### config.mk
export PLATFORM = sky130hd
export DESIGN_NAME = sdram_mem_tester
export DESIGN_NICKNAME = d
export VERILOG_FILES = /design/src/rtl/sdram_mem_tester.sv
export SDC_FILE = /design/constraint.sdc
export NUM_CORES = 1
export LEC_CHECK = 0
export CAP_MARGIN = 20
export CORE_UTILIZATION = 49
export CTS_BUF_LIST = sky130_fd_sc_hd__clkbuf_4
export DETAILED_ROUTE_END_ITERATION = 16
export PLACE_DENSITY = 0.78
export SETUP_SLACK_MARGIN = 0.5
export SYNTH_ARGS = -nofsm -noshare
export SYNTH_HDL_FRONTEND = slang
export SYNTH_SLANG_ARGS = --single-unit
### constraint.sdc
create_clock -name clk -period 2.3 [get_ports clk]
set_input_delay 0.69 -clock clk [delete_from_list [all_inputs] [get_ports clk]]
set_output_delay 0.69 -clock clk [all_outputs]
set_load 0.01 [all_outputs]
### src/rtl/sdram_mem_tester.sv
// SDRAM memory tester: writes an LFSR pattern over a word window, reads it back, counts mismatches.
// Latency: first request registered on the i_start edge; one idle cycle between consecutive requests.
// Backpressure: each request is held until the i_ready pulse; a stalled request aborts after TIMEOUT cycles.
module sdram_mem_tester #(
  parameter logic [31:0] ADDR_BASE = 32'h0000_0000,
  parameter int          NUM_WORDS = 1024,
  parameter logic [31:0] SEED      = 32'h1234_5678,
  parameter int          TIMEOUT   = 4096
) (
  input  logic        clk,
  input  logic        rst,
  input  logic        i_start,
  output logic        o_valid,
  input  logic        i_ready,
  output logic [31:0] o_addr,
  output logic [31:0] o_wdata,
  output logic [3:0]  o_wstrb,
  input  logic [31:0] i_rdata,
  output logic        o_busy,
  output logic        o_done,
  output logic        o_pass,
  output logic        o_timeout,
  output logic [15:0] o_err_cnt,
  output logic [31:0] o_err_addr
);

  // Word aligned base; an all-zero seed would lock the LFSR, so it is replaced.
  localparam logic [31:0] BASE      = {ADDR_BASE[31:2], 2'b00};
  localparam logic [31:0] SEED_EFF  = (SEED == 32'h0) ? 32'h1 : SEED;
  localparam logic [21:0] LAST_WORD = 22'(NUM_WORDS - 1);
  localparam logic [31:0] LAST_WAIT = 32'(TIMEOUT - 1);
  localparam logic [31:0] LFSR_TAPS = 32'hA300_0000;

  typedef enum logic [1:0] {
    S_IDLE  = 2'd0,
    S_WRITE = 2'd1,
    S_READ  = 2'd2,
    S_DONE  = 2'd3
  } state_t;

  state_t      r_state;
  state_t      w_state_nxt;

  logic        r_valid;
  logic [31:0] r_addr;
  logic [31:0] r_wdata;
  logic [3:0]  r_wstrb;
  logic [31:0] r_lfsr;
  logic [21:0] r_cnt;
  logic [31:0] r_wait;
  logic [15:0] r_err_cnt;
  logic [31:0] r_err_addr;
  logic        r_timeout;

  logic        w_active;
  logic        w_start;
  logic        w_accept;
  logic        w_expire;
  logic        w_last;
  logic        w_mismatch;
  logic [31:0] w_lfsr_nxt;

  assign w_active   = (r_state == S_WRITE) || (r_state == S_READ);
  assign w_start    = i_start && ((r_state == S_IDLE) || (r_state == S_DONE));
  // i_ready only counts against an outstanding request; strays in the gap cycle are dropped.
  assign w_accept   = w_active && r_valid && i_ready;
  assign w_expire   = w_active && r_valid && !i_ready && (r_wait == LAST_WAIT);
  assign w_last     = (r_cnt == LAST_WORD);
  assign w_mismatch = (r_state == S_READ) && (i_rdata != r_lfsr);
  assign w_lfsr_nxt = {1'b0, r_lfsr[31:1]} ^ (r_lfsr[0] ? LFSR_TAPS : 32'h0);

  // State register.
  always_ff @(posedge clk) begin
    if (rst) r_state <= S_IDLE;
    else     r_state <= w_state_nxt;
  end

  // Next-state decode: write pass, read pass, then done; a stalled request jumps straight to done.
  always_comb begin
    w_state_nxt = r_state;
    case (r_state)
      S_IDLE, S_DONE: if (i_start) w_state_nxt = S_WRITE;
      S_WRITE: begin
        if (w_expire)               w_state_nxt = S_DONE;
        else if (w_accept && w_last) w_state_nxt = S_READ;
      end
      S_READ: begin
        if (w_expire)               w_state_nxt = S_DONE;
        else if (w_accept && w_last) w_state_nxt = S_DONE;
      end
      default: w_state_nxt = S_IDLE;
    endcase
  end

  // Status outputs decoded from the state; pass is only meaningful once done.
  always_comb begin
    o_busy = w_active;
    o_done = (r_state == S_DONE);
    o_pass = (r_state == S_DONE) && (r_err_cnt == 16'h0) && !r_timeout;
  end

  // Request issue/hold, pattern generation, address walk and error bookkeeping.
  always_ff @(posedge clk) begin
    if (rst) begin
      r_valid    <= 1'b0;
      r_addr     <= 32'h0;
      r_wdata    <= 32'h0;
      r_wstrb    <= 4'h0;
      r_lfsr     <= 32'h0;
      r_cnt      <= 22'h0;
      r_wait     <= 32'h0;
      r_err_cnt  <= 16'h0;
      r_err_addr <= 32'h0;
      r_timeout  <= 1'b0;
    end else if (w_start) begin
      r_valid    <= 1'b1;
      r_addr     <= BASE;
      r_wdata    <= SEED_EFF;
      r_wstrb    <= 4'hF;
      r_lfsr     <= SEED_EFF;
      r_cnt      <= 22'h0;
      r_wait     <= 32'h0;
      r_err_cnt  <= 16'h0;
      r_err_addr <= 32'h0;
      r_timeout  <= 1'b0;
    end else if (w_expire) begin
      r_valid   <= 1'b0;
      r_timeout <= 1'b1;
    end else if (w_accept) begin
      // Drop valid for one cycle so the same request is never re-issued.
      r_valid <= 1'b0;
      if (w_mismatch) begin
        if (r_err_cnt != 16'hFFFF) r_err_cnt <= r_err_cnt + 16'd1;
        if (r_err_cnt == 16'h0)    r_err_addr <= r_addr;
      end
      if (w_last) begin
        // Rewind so the read pass regenerates the same sequence from the base.
        r_lfsr <= SEED_EFF;
        r_addr <= BASE;
        r_cnt  <= 22'h0;
      end else begin
        r_lfsr <= w_lfsr_nxt;
        r_addr <= r_addr + 32'd4;
        r_cnt  <= r_cnt + 22'd1;
      end
    end else if (w_active && !r_valid) begin
      r_valid <= 1'b1;
      r_wait  <= 32'h0;
      r_wdata <= (r_state == S_WRITE) ? r_lfsr : 32'h0;
      r_wstrb <= (r_state == S_WRITE) ? 4'hF : 4'h0;
    end else if (w_active && r_valid) begin
      r_wait <= r_wait + 32'd1;
    end
  end

  assign o_valid    = r_valid;
  assign o_addr     = r_addr;
  assign o_wdata    = r_wdata;
  assign o_wstrb    = r_wstrb;
  assign o_timeout  = r_timeout;
  assign o_err_cnt  = r_err_cnt;
  assign o_err_addr = r_err_addr;

endmodule
==> summary.txt <==
Outcome
  – Status: finished, violations left
  – Failing checks: negative setup slack

Yosys
  – Synth top area share: 46.1%
  – Mux cell area share after synthesis: 3.82%
  – Post-Syn Instances: 977
  – Mapped cell area: 8640 um^2
  – Post-synthesis compound-gate area fraction: 9.43%
  – Main synth FF type: dfxtp_1
  – Number of synthesized flops with an enable pin: 0
  – Commonest cells in the netlist: dfxtp_1 (199), nor2_1 (169), xnor2_1 (66), nand2_1 (56), nand3_1 (47)
  – Post-synth ARST share: 0%
  – Cell variety after synth: 56
  – Post-synthesis adder-cell area fraction: 1.16%
  – Register area share after synthesis: 46.1%
  – Simple logic cell fraction of the synthesized area: 25.6%
  – Number of synthesized register bits: 199
  – Largest family of logic cells by synthesized area: simple AND/OR/NAND/NOR gates
  – Synth warn: 0
  – Syn_area_per_cell: 8.84 um^2
  – Area leader, netlist: dfxtp_1
  – Ranking of synthesized cells by area: dfxtp_1 (46%), nor2_1 (7.3%), xnor2_1 (6.7%), mux2i_1 (3.8%), xor2_1 (3.5%)
  – Post-synthesis xor/xnor area fraction: 10.2%
  – Top-count cell post-synth: dfxtp_1

Global route
  – Initial antenna violation count: 2
  – Vias in the first global route: 8422
  – Global-route usage over all layers: 29.7%
  – Largest net degree at the start of global routing: 48
  – First-pass GRT wire length: 42600 um
  – GRT Residual Overflow: 0

Clocking
  – Hold bufs inserted after CTS: 0
  – Worst skew pair latency: 0.62 ns
  – CTS buffer count: 17
  – TritonCTS clock tree: yes
  – H-tree levels: 4
  – Reg clk slew, reported paths: 0.17 ns
  – Clock tree root buffer cell: clkbuf_4
  – Largest buffer count on any clock path: 2
  – CTS sink count: 199

Floorplanning
  – Die area: 18200 um^2
  – Die height: 135 um
  – Initial core utilization: 50.1%
  – Ports: 157
  – Row cnt: 48
  – Core area: 17200 um^2
  – Die Width: 135 um

STA
  – Slew margin rel.: 5.08%
  – Final hold vios: 0
  – RSZ-0062 raised after global routing: yes
  – Final Critical Period: 3.59 ns
  – Final Cycle Share: 156%
  – Worst Skew: 0.0280 ns
  – Worst-Margin Slew: 1.41 ns
  – Max-slew violation count: 0
  – Fmax: 278 MHz
  – Worst setup margin: -1.29 ns
  – Final setup fails: 132

Finish
  – Fraction of layout instances using a drive strength above 1: 52.9%
  – Filler cells: 788
  – Seq. cell area: 4190 um^2
  – Post-Layout Inst Area: 14500 um^2
  – Nets: 1361
  – Final Non-Filler Cells: 1558
  – Synthesis-to-layout area growth: 68.2%
  – Final Util: 84.3%
  – Multi-input logic area: 5790 um^2

Setup path
  – CP required: 2.75 ns
  – Crit path DAT: 4.04 ns
  – WS Path Type: flip-flop to flip-flop
  – CP Max Fanout: 5
  – Crit start category: flip-flop
  – Worst setup EP type: flip-flop

Place
  – Port Buffers: 152
  – Placer Congestion: 0.882
  – Dpl ws: -0.425 ns
  – Dpl cells: 1375
  – Placed cell areas: 11100 um^2
  – Detail Placement HPWL: 15600 um

Pwr
  – Static Leak: 5.47 nW
  – Power Density: 713 nW/um^2
  – VDD IR-drop max: 0.657 mV

Min path
  – Hold Path Class: flip-flop to flip-flop

Routing
  – Drt pass-1 iters: 14
  – Vias: 10200
  – Drt drc: 0
  – Post-Route WL: 41000 um
  – Detail Route Antenna Nets: 0
  – Starting DRT DRC Count: 1138
  – Drt wl/cell: 26.3 um
  – Vias per Instance: 6.54

Job
  – Reported max-cap violation count: 0
[report_power, final]
group	switching (mW)	leakage, nW	internal, mW
Sequential	0.330	1.67	3.68
Clock	1.38	0.148	0.566
Combinational	2.30	3.64	2.10
Total	4.01	5.47	6.35
[sequential cells by signal, indices dropped and copies added, names as in the netlist]
signal      cells
o_wdata        32
r_lfsr         32
r_wait         32
o_addr         30
o_err_addr     30
r_cnt          22
o_err_cnt      16
r_state         2
o_timeout       1
o_valid         1
o_wstrb         1
[layout by cell type (no fill, tap or decap), drive strengths merged, types with 4 or more instances in the layout]
master / n
nor2: 169
or4: 5
a21oi: 33
nor3b: 4
nand2: 56
nor4b: 4
clkbuf: 25
or2: 5
xnor2: 66
and4: 11
o21ai: 21
and3: 18
ha: 8
clkdlybuf4s50: 34
clkinv: 9
nor4: 21
inv: 17
nand4: 34
o31ai: 4
or3: 19
a31oi: 11
dfxtp: 199
mux2i: 33
a22o: 18
nor3: 32
and2: 5
xor2: 35
nand3: 47
a22oi: 21
conb: 4
buf: 332
[layer usage]
layer	vias up	track usage [%]	wire length (um)
li1	4105	-	-
met4	0	11.7	3930
met3	367	6.34	4340
met2	935	51.1	19300
met1	4780	36.0	13400
met5	-	0	0
[metrics by stage]
stage / TNS [ns] / power (mW) / hold slack, ns
final: -32.50 / 10.4 / 0.493
after global routing: -41.02 / 10.6 / 0.498
after CTS: -0.369 / 8.60 / 0.486
after detailed placement: -39.90 / 6.34 / 0.463
after global placement: -34.82 / 6.30 / 0.464
after floorplan: 0 / 5.46 / 0.457
[timing repair]
item	CTS	global route
endpoints found under the setup margin	280	307
cloned	7	16
pin swaps	92	114
setup buffers	70	55
resized for setup	759	296
[worst max-delay path, stage by stage (launching register included)]
cell and delay, ns:
dfxtp_1 0.40, nor4_1 1.18, nand4_1 0.45, nor3_4 0.44, buf_6 0.19, buf_6 0.13
nand2b_4 0.14, a21oi_2 0.06, nor2_1 0.44
[final timing paths]
check | from | to | slack, ns | depth (start not counted)
max | r_wait[24] | r_wait[0] | -1.29 | 8
min | o_wdata[2] | o_wdata[2] | 0.49 | 1
max reg2reg | r_wait[24] | r_wait[0] | -1.29 | 8
min reg2reg | o_wdata[2] | o_wdata[2] | 0.49 | 1
[logic make-up after synthesis]
family                     after synthesis
AOI/OAI and AO/OA                      123
xor gates and xnor gates               101
adders and majority gates                8
buffers and inverters                   72
DFF                                    199
muxes                                   33
other                                    1
and+or+nand+nor                        440
[cell type report]
| cell class | count | share of cell area (%) |
|---|---|---|
| well taps | 225 | 1.94 |
| repair buffers | 375 | 27.0 |
| clock buffers | 17 | 0.878 |
| multi-input cells | 711 | 39.9 |
| diodes | 3 | 0.0517 |
| flip-flops and latches | 199 | 28.9 |
| clock inverters | 15 | 1.03 |
| inverters | 13 | 0.370 |
Note: power is estimated with default switching activity, not from simulation.
==> variant (same flow settings) <==
Encoding of `state_t`: now one-hot (4 bits for 4 states).
--- a/src/rtl/sdram_mem_tester.sv
+++ b/src/rtl/sdram_mem_tester.sv
@@ -31,11 +31,11 @@
   localparam logic [31:0] LAST_WAIT = 32'(TIMEOUT - 1);
   localparam logic [31:0] LFSR_TAPS = 32'hA300_0000;
 
-  typedef enum logic [1:0] {
-    S_IDLE  = 2'd0,
-    S_WRITE = 2'd1,
-    S_READ  = 2'd2,
-    S_DONE  = 2'd3
+  typedef enum logic [3:0] {
+    S_IDLE  = 4'b0001,
+    S_WRITE = 4'b0010,
+    S_READ  = 4'b0100,
+    S_DONE  = 4'b1000
   } state_t;
 
   state_t      r_state;
Behaviour: no difference found for any inputs over 4 cycles, from zero or initial values and one cycle with rst high; so few cycles prove little.
==> variant against the unedited design <==
  * The flow now stops in 5_1_grt
  * Synthesized area rose by 1.7%
==> variant: results (changes against the unedited design) <==
* Status: aborted with a tool error
* Last stage: 5_1_grt
* Error: [ERROR GRT-0232] Routing congestion too high. Check the congestion heatmap in the GUI.
* Fraction of registers with async set/reset at 0% (unchanged)
* Worst EP kind: primary output
* Yosys warnings at 0 (unchanged)
* Synth Area in Compound Gates at 8.39% (-1.0 points)
* CTS H-Tree Depth at 2 (-2)
* Synth Area in XOR/XNOR at 11.3% (+1.0 points)
* Multiplexer area fraction after synthesis at 3.08% (-0.75 points)
* DP Wirelength at 16500 um (+5.6%)
* CTS Buf Count at 52 (+35)
* Port-buffer cells at 152 (unchanged)
* Seq/Total Area, Yosys at 45.8% (-0.31 points)
* Gr usage total at 79.7%
* Initial antenna violation count at 16
* Synth Register Bits at 201 (+1.0%)
* Synth area leaders: dfxtp_1 (46%), xor2_1 (7.7%), nor2_1 (7.0%)
* Largest net degree at the start of global routing at 32
* Top post-synthesis cells by count: dfxtp_1 (201), nor2_1 (163), nand2_1 (83)
* Clk buf depth at 3 (+1)
* Global route overflow at 13
* Number of distinct library cells after synthesis at 48 (-14%)
* Worst_ep grt: o_pass
* Synth Area in Adders at 0.712% (-0.45 points)
* Top-count cell post-synth: dfxtp_1
* RePlAce Congestion at 0.842 (-4.5%)
* Clk Tree Root Cell: clkbuf_4
-- variant: timing repair --
| action | 4_1_cts |
|---|---|
| endpoints found under the setup margin | 300 |
| hold buffers | 0 |
| cloned | 10 |
| gates resized for setup | 907 |
| pin swaps | 100 |
| setup buffers | 93 |
-- variant: layer usage --
layer / track usage, % / GRT overflow
met5: 53.3 / 0
met4: 74.3 / 6
met2: 90.9 / 5
met1: 80.1 / 2
met3: 71.2 / 0
-- variant: logic make-up after synthesis --
kind of cell               count (synthesis)
AOI/OAI and AO/OA                        124
DFF                                      201
and+or+nand+nor                          480
muxes                                     27
xor gates and xnor gates                 112
buffers and inverters                     67
other                                      1
adders and majority gates                  5
-- variant: through the flow --
step / utilization (%) / hold slack [ps] / setup slack [ps] / instance area (um2) / instances
CTS: 80.0 / 483 / -254 / 13900 / 1628
detailed placement: 65.1 / 471 / -555 / 11300 / 1431
global placement: 65.1 / 462 / -549 / 11300 / 1431
floorplan: - / 458 / 110 / 9140 / 1020
